===== src/rtl/job_resp_pkg.sv =====
`default_nettype none
// ----------------------------------------------------------------------------
// job_resp_pkg : state encoding and parameter limits for job_responder
// Rev 1.0
// ----------------------------------------------------------------------------
package job_resp_pkg;

  typedef enum logic [2:0] {
    IDLE  = 3'd0,
    START = 3'd1,
    RUN   = 3'd2,
    DONE  = 3'd3,
    STOP  = 3'd4,
    ERR   = 3'd5,
    POST  = 3'd6
  } job_state_e;

  localparam int LAT_MIN      = 3;
  localparam int LAT_MAX      = 15;
  localparam int ERR_HOLD_MAX = 3;

endpackage
`default_nettype wire


===== src/rtl/job_responder.sv =====
`default_nettype none
// ----------------------------------------------------------------------------
// job_responder : responder end of the req/ack job handshake with status pulses
// Rev 1.0
// ----------------------------------------------------------------------------
module job_responder
  import job_resp_pkg::*;
#(
  parameter int LATENCY  = 5,
  parameter int ERR_HOLD = 2
) (
  input  logic clk,
  input  logic rst,
  input  logic req,
  input  logic abort,
  input  logic fault,
  output logic ack,
  output logic rdy,
  output logic start,
  output logic endd,
  output logic stop,
  output logic er,
  output logic status_valid,
  output logic interrupt
);

  localparam int CW = $clog2(LATENCY);
  localparam logic [CW-1:0] c_lat_load = CW'(LATENCY - LAT_MIN);
  localparam logic [CW-1:0] c_err_load = CW'(ERR_HOLD - 1);
  localparam logic [CW-1:0] c_one      = CW'(1);

  generate
    if (LATENCY < LAT_MIN || LATENCY > LAT_MAX) begin : g_bad_latency
      $error("job_responder: LATENCY must be within 3..15");
    end
    if (ERR_HOLD < 1 || ERR_HOLD > ERR_HOLD_MAX) begin : g_bad_err_hold
      $error("job_responder: ERR_HOLD must be within 1..3");
    end
  endgenerate

  job_state_e    r_state;
  logic [CW-1:0] r_cnt;   // RUN down-counter, reused as the ERR hold counter
  logic          r_flag;

  // Outputs are registered alongside the state, so each one reflects the state
  // it belongs to. rdy stays low until the first edge after reset release,
  // which is what keeps a req on that edge from being accepted.
  always_ff @(posedge clk or negedge rst) begin
    if (!rst) begin
      r_state      <= IDLE;
      r_cnt        <= '0;
      r_flag       <= 1'b0;
      ack          <= 1'b0;
      rdy          <= 1'b0;
      start        <= 1'b0;
      endd         <= 1'b0;
      stop         <= 1'b0;
      er           <= 1'b0;
      status_valid <= 1'b0;
      interrupt    <= 1'b0;
    end else begin
      ack          <= 1'b0;
      rdy          <= 1'b0;
      start        <= 1'b0;
      endd         <= 1'b0;
      stop         <= 1'b0;
      er           <= 1'b0;
      status_valid <= 1'b0;
      interrupt    <= 1'b0;
      case (r_state)
        IDLE: begin
          if (rdy && req) begin
            r_state <= START;
            start   <= 1'b1;
          end else begin
            rdy <= 1'b1;
          end
        end
        START, RUN: begin
          if (fault) begin
            r_state   <= ERR;
            r_cnt     <= c_err_load;
            er        <= 1'b1;
            interrupt <= 1'b1;
          end else if (abort) begin
            r_state <= STOP;
            stop    <= 1'b1;
          end else if (r_state == START) begin
            r_state <= RUN;
            r_cnt   <= c_lat_load;
          end else if (r_cnt == '0) begin
            r_state   <= DONE;
            r_flag    <= 1'b1;
            ack       <= 1'b1;
            endd      <= 1'b1;
            interrupt <= 1'b1;
          end else begin
            r_cnt <= r_cnt - c_one;
          end
        end
        DONE, STOP: begin
          r_state      <= POST;
          status_valid <= r_flag;
        end
        ERR: begin
          if (r_cnt == '0) begin
            r_state      <= POST;
            status_valid <= r_flag;
          end else begin
            r_cnt <= r_cnt - c_one;
            er    <= 1'b1;
          end
        end
        POST: begin
          r_flag  <= 1'b0;
          r_state <= IDLE;
          rdy     <= 1'b1;
        end
        default: r_state <= IDLE;
      endcase
    end
  end

endmodule
`default_nettype wire


===== config.mk =====
export PLATFORM = sky130hd
export DESIGN_NAME = job_responder
export DESIGN_NICKNAME = d
export VERILOG_FILES = /design/src/rtl/job_resp_pkg.sv /design/src/rtl/job_responder.sv
export SDC_FILE = /design/constraint.sdc
export NUM_CORES = 1
export LEC_CHECK = 0
export CORE_AREA = 2 2 45 47
export DETAILED_ROUTE_END_ITERATION = 8
export DIE_AREA = 0 0 47 49
export HOLD_SLACK_MARGIN = 0.1
export PLACE_DENSITY = 0.74
export SLEW_MARGIN = 15
export SYNTH_ARGS = -nofsm -noshare
export SYNTH_HDL_FRONTEND = slang
export SYNTH_SLANG_ARGS = --single-unit
export TNS_END_PERCENT = 30

===== constraint.sdc =====
create_clock -name clk -period 1.2 [get_ports clk]
set_input_delay 0.24 -clock clk [delete_from_list [all_inputs] [get_ports clk]]
set_output_delay 0.24 -clock clk [all_outputs]
set_load 0.02 [all_outputs]

# Word-level counts from Yosys, hierarchy flattened
# Cells that the tools add are included.
[totals]
wordCells = 71
out_inout_bits = 8
regBits = 14
[classes]
n_mux = 36
n_addsub = 1
n_reduce_logical = 10
eq_ne = 14
[ops]
columns = ["op", "n"]
rows = [
  ["$mux 3", 10],
  ["$mux 1", 20],
  ["$ne 2x2->1 const B", 6],
  ["$pmux 3 s4", 1],
  ["$eq 3x3->1 const B", 3],
  ["$pmux 1 s2", 4],
  ["$eq 3x2->1 const B", 2],
  ["$logic_not 3->1", 2],
  ["$pmux 3 s2", 1],
  ["$ne 5x5->1 const B", 1],
  ["$reduce_and 5->1", 1],
  ["$reduce_bool 2->1", 2],
  ["$reduce_or 2->1", 2],
  ["$eq 3x1->1 const B", 1],
  ["$ne 3x3->1 const B", 1],
  ["$reduce_and 3->1", 1],
  ["$sub 3x1->3 const B", 1],
  ["$reduce_and 2->1", 1],
  ["$logic_and 1x1->1", 1],
]

# Depth between registers and ports, before layout
# Gate-level depths: netlist (run 1).
[depth]
depth_word = 6
depth_mapped = 6
ltp_nobuf = 6

# Least setup slack after synthesis (run 1)
# No wires, ideal clock.
[synth_timing]
path_kind = "reg2reg"
from = "register r_state[1]"
to = "register r_cnt[2]"
setup_slack_ns = -0.076
path_buffers = 0
t_arrival_ns = 1.147
setup_ns = 0.129
period_less_slack_ns = 1.276
path_stages_with_launch = 5
path_cell_list = "dfrtp_1 > nand2b_1 > a211o_1 > o21ai_0 > o21ai_0"
[synth_between]
elab_chain_cells = 5
word_cells_on_any_way = 11
classes_between = "4 x eq/ne; 4 x mux; 3 x reduce/logical"
[synth_lines]
columns = ["item", "line", "text"]
rows = [
  ["start, declared", "job_responder.sv:41", "job_state_e r_state;"],
  ["start signal, assigned", "job_responder.sv:50", "r_state <= IDLE;"],
  ["start signal, assigned", "job_responder.sv:73", "r_state <= START;"],
  ["start signal, assigned", "job_responder.sv:81", "r_state <= ERR;"],
  ["$eq 3x1->1", "job_responder.sv:70, job_responder.sv:88", ""],
  ["$mux 3", "job_responder.sv:88", "end else if (r_state == START) begin"],
  ["$mux 3", "job_responder.sv:85", "end else if (abort) begin"],
  ["$mux 3", "job_responder.sv:80", "if (fault) begin"],
  ["$pmux 3 s2", "job_responder.sv:70", "case (r_state)"],
  ["end signal, assigned", "job_responder.sv:82", "r_cnt <= c_err_load;"],
  ["end signal, assigned", "job_responder.sv:90", "r_cnt <= c_lat_load;"],
  ["end signal, assigned", "job_responder.sv:98", "r_cnt <= r_cnt - c_one;"],
  ["end, declared", "job_responder.sv:42", "logic [CW-1:0] r_cnt;"],
]
# Several ways; a longest one is shown, not always the timed one. The select of a mux whose other input is x is not followed.
# A chain may end at the register's enable or synchronous reset.

# Worst setup path after layout (run 1)
[layout_timing]
from = "register r_state[1]"
to = "register r_cnt[0]"
# The elaborated chain is that of the path after synthesis.

==> summary.txt, run 1 <==
critical path's largest stage delay: 480 ps
CTS root buf: clkbuf_4
Sw Ratio: 0.420
number of synthesized flops with an enable pin: 0
Synth Instances: 87
register bit total from synthesis: 14
Vias: 733
main combinational cell family by area after synthesis: simple AND/OR/NAND/NOR gates
RePlAce Congestion: 0.811
Seq/Total Area, Yosys: 0.461
worst path cell trace: nand2b_4 -> a211o_4 -> nor2_2 -> o22ai_1
Starting Density: 0.413
placed insts: 137
antenna cells: 0
dpl cell area: 0.00104 sq mm
clock network fraction of total power: 0.109
Core Util, Final: 0.620
crit path max fanout: 5
DP Wirelength: 1420 um
syn_area_per_cell: 8.74 sq um
Worst-path clk slew: 90 ps
Post-route DRC: 0
Peak VDD IR: 1.45 mV
XOR/XNOR Fraction of Synth Area: 0.0115
P&R area growth vs syn: 50.2%
Pint: 1.84 mW
Setup crit start kind: register
Die Ht: 49 um
fin worst setup slack: -109 ps
Routed WL per cell: 13.7 um
CP required: 1370 ps
Worst slew margin: 0.819
Setup CP Type: reg -> reg
CTS tree: done
sequential group share of total power: 0.264
Least-Margin Pin Slew: 271 ps
failing checks: setup timing
cell area after synthesis: 761 sq um
Min-Delay Path Class: in -> async
DRT iter0 DRCs: 15
Antenna Nets Post-Route: 0
ratio of final minimum period to clock period: 1.09
Setup crit end kind: register
Placement Rows: 16
Max Cap Violations: 0
Synth Area in Compound Gates: 0.201
H-tree Lvls: 1
first-pass GRT wire length: 3170 um
fmax: 764 MHz
final hold violation count: 0
Min Clock Period, post-route: 1310 ps
Slowest-stage cell, CP: dfrtp_2
drt pass-1 iters: 4
CTS Buffer Depth: 2
vias in the first global route: 701
Switching Power: 1.34 mW
Post-Syn Nets: 94
share of layout cells above drive strength 1: 0.487
Pwr per Cell Area: 2780 mW/mm^2
core area: 0.00184 sq mm
Die Wd: 47 um
I/O Pins: 13
Async S/R FF share, synth: 1.00
adder-cell share of the synthesized area: 0.0461
Setup-failing EPs final: 6
clk_skew: 1.35 ps
Comb power frac: 0.627
post-synthesis mux area share: 0
Tot GR Track Use: 0.192
clk sink count: 14
die area: 0.00230 sq mm
initial antenna violation count: 0
Nets: 125
DRT Wirelength: 1980 um
Netlist cell types: 30
Buffers on Ports: 12
LEAKAGE: 0.523 nW
Synth Area in Simple Gates: 0.217
non-filler instance count after layout: 144
largest net degree at the start of global routing: 15
synth warn: 0
CP arrival: 1480 ps
Hold WS: 261 ps
Worst-Skew Late Latency: 280 ps
remaining global-route overflow: 0
Slew Viols, Final: 0
status: finished with violations
unrepaired setup endpoints after global routing: true
Top FF cell, synth: dfrtp_1
Final Cell Area: 0.00114 sq mm
TritonCTS Buffers: 3
vias per inst: 5.09
cell type report:
type	instances	area [sq um]
multi-input combinational	63	465
inverter	4	15.0
sequential	14	354
clock buffer	4	36.3
fill	163	699
timing repair buffer	32	238
tap	27	33.8
state kept, by name, indices dropped and copies added (netlist names):
signal        count
stop              1
r_flag            1
r_cnt             3
start             1
rdy               1
endd              1
status_valid      1
r_state           3
interrupt         1
er                1
layer usage:
layer / vias up / global-route usage / wire length, um
met2: 18 / 0.313 / 1060
met3: 2 / 0.0333 / 57
li1: 362 / - / -
met1: 351 / 0.247 / 846
met5: - / 0 / 0
met4: 0 / 0.0694 / 10
critical path: cells and delay by family, from the launching register on:
family          cells  cell delay [ps]
compound gates      2              440
simple gates        2              280
flops               1              480
what timing repair did:
| item | in CTS | in global routing |
|---|---|---|
| hold buffers | 0 | 0 |
| endpoints found under the setup margin | 17 | 19 |
| buffers inserted | 2 | 1 |
| gates resized for setup | 29 | 20 |
| endpoints found under the hold margin | 0 | 0 |
| pin swaps | 5 | 1 |
cell usage after synthesis (2+ instances only):
library cell	instances	share of area
a21oi_1	6	0.039
nor2_1	12	0.059
nand2b_1	2	0.016
and2_1	2	0.016
o21ai_0	6	0.039
dfrtp_1	14	0.46
buf_4	2	0.020
inv_1	4	0.020
nand3_1	2	0.013
o22ai_1	2	0.016
nand2_1	9	0.044
nor3b_1	2	0.020
buf_2	3	0.020
a22oi_1	2	0.020
ha_1	2	0.033
nor2b_1	3	0.025
power by group through the flow:
| stage | Combinational (mW) | Clock [mW] | Sequential, mW |
|---|---|---|---|
| after floorplan | 0.993 | 0 | 0.829 |
| after global placement | 1.55 | 0 | 0.819 |
| after detailed placement | 1.64 | 0 | 0.823 |
| after CTS | 1.83 | 0.356 | 0.827 |
| after global routing | 2.18 | 0.391 | 0.862 |
| final | 1.99 | 0.347 | 0.839 |
logic make-up after synthesis:
| kind of cell | after synthesis |
|---|---|
| AND/OR/NAND/NOR | 35 |
| adder cells (fa/ha/maj) | 3 |
| flip-flops | 14 |
| AO/OA/AOI/OAI | 24 |
| XOR/XNOR | 1 |
| buffers and inverters | 10 |
layout by cell type (no fill, tap or decap), drive strengths merged:
cell type	instances
a211o	1
a211oi	1
a21o	1
a21oi	6
a221oi	1
a22oi	2
a2bb2oi	1
a31oi	1
and2	2
buf	20
clkbuf	12
clkdlybuf4s50	4
dfrtp	14
ha	2
inv	4
maj3	1
nand2	9
nand2b	2
nand3	2
nor2	13
nor2b	3
nor3	1
nor3b	2
nor4	1
o21ai	6
o22a	1
o22ai	2
o32ai	1
xnor2	1
stage by stage:
stage	worst slack, ps	total power [mW]	setup TNS (ps)
final	-109	3.18	-378
after global routing	-189	3.43	-864
after CTS	-100	3.01	-426
after detailed placement	-403	2.46	-2480
after global placement	-358	2.37	-2230
after floorplan	-8.36	1.82	-11.7
worst paths after layout:
kind	startpoint	endpoint	slack, ps	cells after the start
max	r_state[1]	r_cnt[0]	-110	4
min	rst	r_state[0]	260	2
max reg2reg	r_state[1]	r_cnt[0]	-110	4
min reg2reg	r_flag	status_valid	510	1
max in group asynchronous	rst	r_state[2]	750	2
min in group clk	r_flag	status_valid	510	1
(Power assumes the default switching activity.)
==> run 2, diff against run 1 <==
--- a/config.mk
+++ b/config.mk
@@ -5,6 +5,7 @@
 export SDC_FILE = /design/constraint.sdc
 export NUM_CORES = 1
 export LEC_CHECK = 0
+export CAP_MARGIN = 25
 export CORE_AREA = 2 2 45 47
 export DETAILED_ROUTE_END_ITERATION = 8
 export DIE_AREA = 0 0 47 49
==> results of run 2 <==
Final layout, timing and power as in run 1 (identical DEF).
==> run 3, diff against run 2 <==
--- a/config.mk
+++ b/config.mk
@@ -10,7 +10,8 @@
 export DETAILED_ROUTE_END_ITERATION = 8
 export DIE_AREA = 0 0 47 49
 export HOLD_SLACK_MARGIN = 0.1
-export PLACE_DENSITY = 0.74
+export PLACE_DENSITY = 0.67
+export SETUP_SLACK_MARGIN = 0.05
 export SLEW_MARGIN = 15
 export SYNTH_ARGS = -nofsm -noshare
 export SYNTH_HDL_FRONTEND = slang
==> run 3 against run 2 <==
The run still ends with setup timing left. Core utilization rose by 4.6 points. Critical endpoint unchanged. First-iteration DRC count fell by 53%. Sequential power rose by 2%. Clock power barely moved. Total power rose by 4.7%. Clock skew rose by 18 ps. Critical path depth did not move. Die area did not move. Worst setup slack got worse by 29 ps. Fmax fell by 2.2%. Hold slack got worse by 8.4 ps. Routed wire length rose by 1.6%.
==> summary.txt, run 3 (same netlist as run 1, synthesis figures left out) <==
most frequent cells in the layout: 20 x buf_4, 11 x dfrtp_1, 9 x nand2_1, 9 x nor2_1
largest net degree at the start of global routing: 15
Final Cell Area: 0.00123 sq mm
Buffers on Ports: 12
fmax: 747 MHz
non-filler instance count after layout: 147
drt pass-1 iters: 4
Slowest-stage cell, CP: dfrtp_2
Setup crit start kind: register
Die Wd: 47 um
final hold violation count: 0
initial antenna violation count: 0
Crit path max-delay family: flip-flops
wire length on met2: 1130 um
Regs by FF count: r_cnt x3, r_state x3
failing checks: setup timing
CTS Hold Buffers Added: 0
Buffers & Inverters on Critical Path: 0
commonest non-fill, non-tap cell in the layout: buf_4
Vias: 772
DRT Wirelength: 2010 um
fin worst setup slack: -138 ps
CTS tree: done
Setup CP Type: reg -> reg
clk sink count: 14
Tot GR Track Use: 0.184
crit path max fanout: 6
Hold WS: 253 ps
core area: 0.00184 sq mm
met1 WL: 796 um
share of layout cells above drive strength 1: 0.550
CP required: 1360 ps
Core Util, Final: 0.666
Starting Density: 0.413
CTS Buffer Depth: 2
vias in the first global route: 718
filler instances: 155
Min-Delay Path Class: in -> async
die area: 0.00230 sq mm
Routed WL per cell: 13.7 um
Top Layer Used: met4
Least-Margin Pin Slew: 259 ps
Placement Rows: 16
Slew Viols, Final: 0
setup TNS: -512 ps
DP Wirelength: 1320 um
I/O Pins: 13
vias per inst: 5.25
clk_skew: 19.7 ps
status: finished with violations
TritonCTS Buffers: 3
Peak VDD IR: 1.45 mV
Min Clock Period, post-route: 1340 ps
Setup crit end kind: register
worst path cell trace: nand2b_4 -> a211o_4 -> nor2_4 -> o22ai_1
P&R area growth vs syn: 61.3%
dpl cell area: 0.00105 sq mm
antenna cells: 0
Worst slew margin: 0.827
first-pass GRT wire length: 3040 um
Nets: 128
Worst-path clk slew: 100 ps
Antenna Nets Post-Route: 0
critical path's largest stage delay: 500 ps
Max Cap Violations: 0
CP arrival: 1500 ps
unrepaired setup endpoints after global routing: true
Pwr per Cell Area: 2710 mW/mm^2
H-tree Lvls: 1
placed insts: 139
WL met3: 51 um
RePlAce Congestion: 0.777
remaining global-route overflow: 0
Worst-Skew Late Latency: 290 ps
Die Ht: 49 um
ratio of final minimum period to clock period: 1.12
CTS root buf: clkbuf_4
DRT iter0 DRCs: 7
Setup-failing EPs final: 7
Post-route DRC: 0
LEAKAGE: 0.550 nW
-- run 3: worst reg2reg max path: stages, from the launching register on --
cell and delay, ps:
dfrtp_2 500, nand2b_4 170, a211o_4 360, nor2_4 100, o22ai_1 80
-- run 3: layout make-up --
cell class              instances  area, sq um  area share
inverters                       4         15.0      0.0122
flip-flops and latches         14          354       0.288
clock buffers                   4         36.3      0.0296
well taps                      27         33.8      0.0275
multi-input cells              63          497       0.405
repair buffers                 35          292       0.238
-- run 3: per-stage QoR --
step | worst slack (ps) | total power [mW]
floorplan | -8.14 | 1.83
global placement | -364 | 2.42
detailed placement | -381 | 2.46
CTS | -111 | 2.98
global route | -170 | 3.57
finish | -138 | 3.33
-- run 3: layer usage --
layer,global-route usage,vias up
met2,0.313,14
met5,0,-
met4,0.0694,0
met3,0.0333,6
li1,-,369
met1,0.220,383
-- run 3: timing repair --
action	in CTS	in global routing
pin swaps	3	5
endpoints found under the setup margin	18	17
setup buffers	2	2
resized for setup	36	24
-- run 3: power by group --
| group | switching (mW) | internal (mW) | total [mW] | leakage [nW] |
|---|---|---|---|---|
| logic | 1.03 | 1.08 | 2.12 | 0.351 |
| clock network | 0.166 | 0.185 | 0.350 | 0.0210 |
| registers | 0.208 | 0.650 | 0.858 | 0.178 |
| total | 1.41 | 1.92 | 3.33 | 0.550 |
-- run 3: path summary, 6_finish.rpt --
path / start / end / slack [ps] / depth (start not counted)
max: r_state[1] / r_cnt[0] / -140 / 4
min: rst / rdy / 250 / 2
max reg2reg: r_state[1] / r_cnt[0] / -140 / 4
min reg2reg: r_cnt[1] / r_cnt[1] / 530 / 1
max in group asynchronous: rst / r_state[2] / 740 / 2
min in group clk: fault / stop / 410 / 3
